File: src/rtl/booth_r4_multiplier.sv
// Sequential radix-4 (modified Booth) multiplier with start-edge detect and operand capture.
// Two multiplier bits are retired per clock; signed or unsigned operation is chosen per transaction.
//
// state | meaning
// IDLE  | waiting for a start edge; operands captured on the edge
// RUN   | one Booth iteration per cycle, DW/2+1 iterations
// DONE  | one-cycle ready pulse, then back to IDLE
module booth_r4_multiplier #(
  parameter int DW = 16
) (
  input  logic            clk,
  input  logic            rst,
  input  logic            start,
  input  logic            signed_mode,
  input  logic [DW-1:0]   multiplicand,
  input  logic [DW-1:0]   multiplier,
  output logic            busy,
  output logic            ready,
  output logic [2*DW-1:0] product
);

  localparam int CW = $clog2(DW/2+2);
  localparam int XW = DW + 2;
  localparam int AW = 2*XW + 1;
  localparam int N  = DW/2 + 1;
  localparam logic [CW-1:0] LAST = CW'(N-1);

  typedef enum logic [1:0] {IDLE, RUN, DONE} state_t;

  state_t          state, state_next;
  logic            start_q;
  logic            start_edge;
  logic [XW-1:0]   m_ext;
  logic [AW-1:0]   acc;
  logic [AW-1:0]   acc_next;
  logic [CW-1:0]   cnt;
  logic [XW+1:0]   m_wide;
  logic [XW+1:0]   addend;
  logic [XW+1:0]   sum;
  logic [XW-1:0]   a_ext;
  logic [XW-1:0]   b_ext;

  assign start_edge = start & ~start_q;
  assign a_ext = {{2{signed_mode & multiplicand[DW-1]}}, multiplicand};
  assign b_ext = {{2{signed_mode & multiplier[DW-1]}}, multiplier};

  // Two guard bits keep +/-2M and the running sum from wrapping before the shift.
  assign m_wide = {{2{m_ext[XW-1]}}, m_ext};

  always_comb begin
    addend = '0;
    case (acc[2:0])
      3'b001, 3'b010: addend = m_wide;
      3'b011:         addend = m_wide << 1;
      3'b100:         addend = -(m_wide << 1);
      3'b101, 3'b110: addend = -m_wide;
      default:        addend = '0;
    endcase
  end

  assign sum      = {{2{acc[AW-1]}}, acc[AW-1 -: XW]} + addend;
  assign acc_next = {sum, acc[XW:2]};

  always_ff @(posedge clk or negedge rst) begin
    if (!rst) state <= IDLE;
    else      state <= state_next;
  end

  always_comb begin
    state_next = state;
    case (state)
      IDLE:    if (start_edge) state_next = RUN;
      RUN:     if (cnt == LAST) state_next = DONE;
      DONE:    state_next = IDLE;
      default: state_next = IDLE;
    endcase
  end

  always_ff @(posedge clk or negedge rst) begin
    if (!rst) begin
      start_q <= 1'b0;
      busy    <= 1'b0;
      ready   <= 1'b0;
      product <= '0;
      m_ext   <= '0;
      acc     <= '0;
      cnt     <= '0;
    end else begin
      start_q <= start;
      busy    <= (state_next != IDLE);
      ready   <= (state_next == DONE);
      case (state)
        IDLE: begin
          if (start_edge) begin
            m_ext <= a_ext;
            acc   <= {{XW{1'b0}}, b_ext, 1'b0};
            cnt   <= '0;
          end
        end
        RUN: begin
          acc <= acc_next;
          cnt <= cnt + 1'b1;
          if (cnt == LAST) product <= acc_next[2*DW:1];
        end
        default: ;
      endcase
    end
  end

endmodule

File: config.mk
export PLATFORM = sky130hd
export DESIGN_NAME = booth_r4_multiplier
export DESIGN_NICKNAME = d
export VERILOG_FILES = /design/src/rtl/booth_r4_multiplier.sv
export SDC_FILE = /design/constraint.sdc
export NUM_CORES = 1
export LEC_CHECK = 0
export BUFFER_PORTS_ARGS = -buffer_cell sky130_fd_sc_hd__buf_2
export CORE_MARGIN = 2
export CORE_UTILIZATION = 55
export CTS_BUF_LIST = sky130_fd_sc_hd__clkbuf_8
export CTS_CLUSTER_SIZE = 24
export DETAILED_ROUTE_END_ITERATION = 8
export GPL_ROUTABILITY_DRIVEN = 1
export PLACE_DENSITY = 0.76
export SKIP_CTS_REPAIR_TIMING = 1
export SYNTH_ARGS = -nofsm -noshare
export SYNTH_HDL_FRONTEND = slang
export SYNTH_SLANG_ARGS = --single-unit
File: constraint.sdc
create_clock -name clk -period 6.7 [get_ports clk]
set_clock_uncertainty 0.2 [all_clocks]
set_input_delay 1.34 -clock clk [delete_from_list [all_inputs] [get_ports clk]]
set_output_delay 1.34 -clock clk [all_outputs]
set_load 0.05 [all_outputs]
== Yosys cells after proc, flatten, opt, wreduce, memory -nomap -nowiden ==
Cells that the tools add are included.

* Output and inout bits: 34
* Register bits: 95
* Logic and storage cells: 42
* Input bits: 36

* Bitwise gates (word level): 4
* Eq/ne operators: 10
* Reductions and logical operators: 8
* Muxes and demuxes: 8
* Add/subtract/negate cells: 4

{| class="wikitable"
|+ Operator list
! kind !! count
|-
| $pmux W20 S4 || 1
|-
| $pmux W37 S2 || 1
|-
| $neg A20 Y20 || 2
|-
| $mux W37 || 1
|-
| $add A20 B20 Y20 || 1
|-
| $eq A3 B3 Y1 const B || 3
|-
| $pmux W4 S2 || 1
|-
| $eq A3 B2 Y1 const B || 2
|-
| $reduce_and A2 Y1 || 3
|-
| $add A4 B1 Y4 const B || 1
|-
| $eq A4 B4 Y1 const B || 1
|-
| $mux W2 || 2
|-
| $mux W4 || 1
|-
| $pmux W2 S2 || 1
|-
| $reduce_bool A2 Y1 || 2
|-
| $reduce_or A2 Y1 || 2
|-
| $and A1 B1 Y1 || 3
|-
| $eq A3 B1 Y1 const B || 1
|-
| $eq A2 B1 Y1 const B || 1
|-
| $eq A2 B2 Y1 const B || 1
|-
| $logic_not A2 Y1 || 1
|-
| $ne A2 B2 Y1 const B || 1
|-
| $not A1 Y1 || 1
|}

== Logic depth before layout (Yosys ltp) ==
* Depth after elaboration: 5
* Gate-level depth with buffers: 18
* Gate-level depth less buffers: 17

== Worst setup path before layout ==
No wires, ideal clock.

* Path kind: register to register
* From: register m_ext[0]
* To: register acc[36]
* Required time: 6381 ps
* Buffers on the path: 0
* Slack: 2113 ps
* Arrival: 4268 ps
* Setup time: 119 ps
* Clock period less this slack: 4587 ps
* Cell stages (with the launch flop): 17
* Cells stage by stage: dfrtp_1 > inv_1 > ha_1 > or3b_2 > nor2_1 > nand2_1 > xnor2_1 > a21oi_1 > mux4_2 > ha_1 > and3_1 > o21a_1 > a211oi_1 > a41oi_1 > or4_4 > a32oi_1 > a21bo_1

* Longest elaborated chain between the ends: 4
* Elaborated cells between the ends (all ways): 5
* Classes of those cells: add/sub (3); mux (2)

{| class="wikitable"
|+ Ends and longest elaborated chain
! item !! RTL line !! text
|-
| from (decl) || 33 || <nowiki>logic [XW-1:0] m_ext;</nowiki>
|-
| from (signal assigned) || 95 || <nowiki>m_ext <= a_ext;</nowiki>
|-
| $neg A20 Y20, on equally long branches || 56, 55 ||
|-
| $pmux W20 S4 * || 52 || <nowiki>case (acc[2:0])</nowiki>
|-
| $add A20 B20 Y20 * || 61 || <nowiki>assign sum = {{2{acc[AW-1]}}, acc[AW-1 -: XW]} + addend;</nowiki>
|-
| $pmux W37 S2 * || 92 || <nowiki>case (state)</nowiki>
|-
| to (signal assigned) || 96 || <nowiki>acc <= {{XW{1'b0}}, b_ext, 1'b0};</nowiki>
|-
| to (signal assigned) || 101 || <nowiki>acc <= acc_next;</nowiki>
|-
| to (decl) || 34 || <nowiki>logic [AW-1:0] acc;</nowiki>
|}

Every way passes the cells marked *; elsewhere a longest branch is shown, timed or not.
A chain may end at the register's enable or synchronous reset.

== Worst setup path in the final report ==
Same ends and word-level chain as after synthesis.

==> results.cfg <==
[placed_design]
gp_congestion = 0.915
place_hpwl_mm = 10.4
portBuffers = 69

[final_layout]
syn_to_final_growth_pct = 11.5
drive_gt1_share_pct = 14.9
final_nets = 766
diodes = 0
fillers = 867

[floorplan]
die-area_um2 = 10900
pin_count = 70
coreArea_um2 = 9770
fp.dieW_um = 104
die_height_um = 104
rows = 36
start_util_pct = 56.6

[flow_run]
drv_cap = 0

[sta]
rsz0062_at_grt = no
drv_slew = 0
tns_ns = 0
post-route-period-util_pct = 76.3
finalSetupViolCount = 0
worstMarginPinSlew_ns = 0.995
finalWorstPathRequiredPeriod_ns = 5.12
slew_headroom_pct = 33.5
holdWs_ns = 0.276
hold_viol_final = 0
timing.fmax_ghz = 0.196

[clocking]
cts_made_buffers = 9
htreeDepth = 3
cts-root-buf = clkbuf_8
cts.clk_slew.worst_paths_ns = 0.10
cts_tree = done
clk_latency_ns = 0.38
clock-sinks = 95
cts_max_path_buffers = 2

[global_routing]
grt_pass1_vias = 4790
antenna_found_initial = 0
overflow = 0
track_usage_pct = 27.5
grt_pass1_wl_mm = 23.7
grt_start_max_net_pins = 66

[detailed_routing]
drcViolationCount = 0
routed_wl_mm = 14.7
routedWlPerCell_um = 17.4
vias = 5024
drtAntennaViolNets = 0
first_pass_iters = 4
first_iter_violations = 245
vias_per_cell = 5.95

[critical_path]
cp.arrival_ns = 5.19
worst-path-max-fanout = 6
crit_path_start_kind = register
required_ns = 6.77
crit_type = register to register
worstSetupEndpointType = register

[synthesis]
yosys_warnings = 0
syn_area_per_cell_um2 = 8.38
ys_async_sr_fraction_pct = 100
ys.flop_type = dfrtp_1
ys_seq_elements = 95
netlist_instances = 660
yosysSeqAreaShare_pct = 43.0
syn_area_um2 = 5530
synth_nets = 719
ys_types = 59
synth-edff-count = 0

[hold_path]
hold_class = register to register

[status]
status = finished clean
-- cell usage after synthesis, types with 4 or more instances --
cell	number	area, µm²
nor3_1	4	20.0
a31oi_1	8	50.1
a22oi_1	7	52.6
clkbuf_1	32	120
a221oi_1	6	52.6
o21ai_0	47	235
a22o_1	5	43.8
mux2_2	4	45.0
and2_1	4	25.0
nand2_1	162	608
a21o_1	6	45.0
nor2_1	61	229
nand3_1	17	85.1
o31ai_1	4	30.0
xnor2_1	23	201
nand2b_1	6	37.5
dfrtp_1	95	2380
buf_1	6	22.5
a211oi_1	6	45.0
inv_1	14	52.6
or3_1	5	31.3
o22ai_1	19	119
ha_1	22	275
xor2_1	10	87.6
a21oi_1	33	165
-- path summary, 6_finish.rpt --
| kind | start | to | slack, ns | cells after the start |
|---|---|---|---|---|
| worst max-delay path | m_ext[0] | acc[36] | 1.58 | 16 |
| worst min-delay path | product[8] | product[8] | 0.28 | 2 |
| worst max register to register | m_ext[0] | acc[36] | 1.58 | 16 |
| worst min register to register | product[8] | product[8] | 0.28 | 2 |
| max in group asynchronous | rst | product[30] | 4.47 | 2 |
| min in group asynchronous | rst | ready | 0.69 | 1 |
-- layout make-up --
type                    instances  area, µm²  area share, %
well taps                     133        166           2.70
clock buffers                   9        124           2.01
multi-input cells             509       2930           47.5
flip-flops and latches         95       2380           38.6
inverters                      15       56.3          0.913
repair buffers                 77        408           6.62
clock inverters                 7        103           1.66
-- routing by layer --
| metal | vias to the layer above | routed length (µm) | global-route usage [%] |
|---|---|---|---|
| li1 | 2380 | - | - |
| met1 | 2462 | 6460 | 35.6 |
| met2 | 160 | 7220 | 46.0 |
| met3 | 22 | 796 | 6.58 |
| met4 | 0 | 180 | 8.11 |
| met5 | - | 0 | 0 |
-- kinds of logic after synthesis --
family / after synthesis / synth area share [%]
and+or+nand+nor: 281 / 21.9
AOI/OAI and AO/OA: 165 / 18.8
xor gates and xnor gates: 33 / 5.23
adders and majority gates: 23 / 5.34
muxes: 7 / 1.58
buffers and inverters: 56 / 4.10
DFF: 95 / 43.0
-- flip-flops by register name, summed over array words and instances (netlist names) --
name	cells
state	2
product	32
busy	1
ready	1
cnt	4
start_q	1
m_ext	17
acc	37
-- worst max-delay path, stage by stage (launching register included) --
cell and delay (ns):
dfrtp_1 0.45, inv_1 0.12, ha_1 0.24, or3b_2 0.52, nor2_1 0.34, nand2_1 0.12
xnor2_1 0.27, a21oi_1 0.11, mux4_2 0.47, ha_1 0.35, and3_1 0.18, o21a_1 0.16
a211oi_1 0.41, a41oi_1 0.22, or4_4 0.45, a32oi_1 0.19, a21bo_1 0.22
-- layout by cell type (no fill, tap or decap), drive strengths merged, types with 2 or more instances in the layout --
cell	synthesis	final
a211o	2	2
a21oi	33	33
or3	5	5
o31ai	4	4
a21o	6	6
o21ai	47	47
nand2b	6	6
dfrtp	95	95
o211ai	2	2
a221oi	6	6
a32oi	2	2
clkbuf	32	9
nor4	3	3
ha	22	22
xor2	10	10
o21bai	3	3
buf	9	77
nand3	17	17
nor3b	2	2
bufinv	0	2
a22oi	7	7
inv	14	18
o21a	3	3
and2	4	4
a21boi	2	2
xnor2	23	23
a311oi	3	3
mux2	4	4
nor2	62	62
or4	5	5
a31oi	8	8
mux2i	2	2
nor3	5	5
a22o	5	5
a211oi	6	6
nor2b	3	3
o22ai	19	19
nand2	162	162
-- through the flow --
stage / cell area [µm²] / utilization (%) / std cells / setup slack [ns]
final: 6160 / 63.1 / 845 / 1.58
after global routing: 6160 / 63.1 / 845 / 1.33
after CTS: 6160 / 63.1 / 845 / 1.64
after detailed placement: 5940 / 60.8 / 829 / 1.68
after global placement: 5940 / 60.8 / 829 / 1.81
after floorplan: 5530 / - / 660 / 2.11
Power is left out: the tool's default activity adds up to more than one toggle a clock period on the data nets, which glitch-free logic cannot reach.
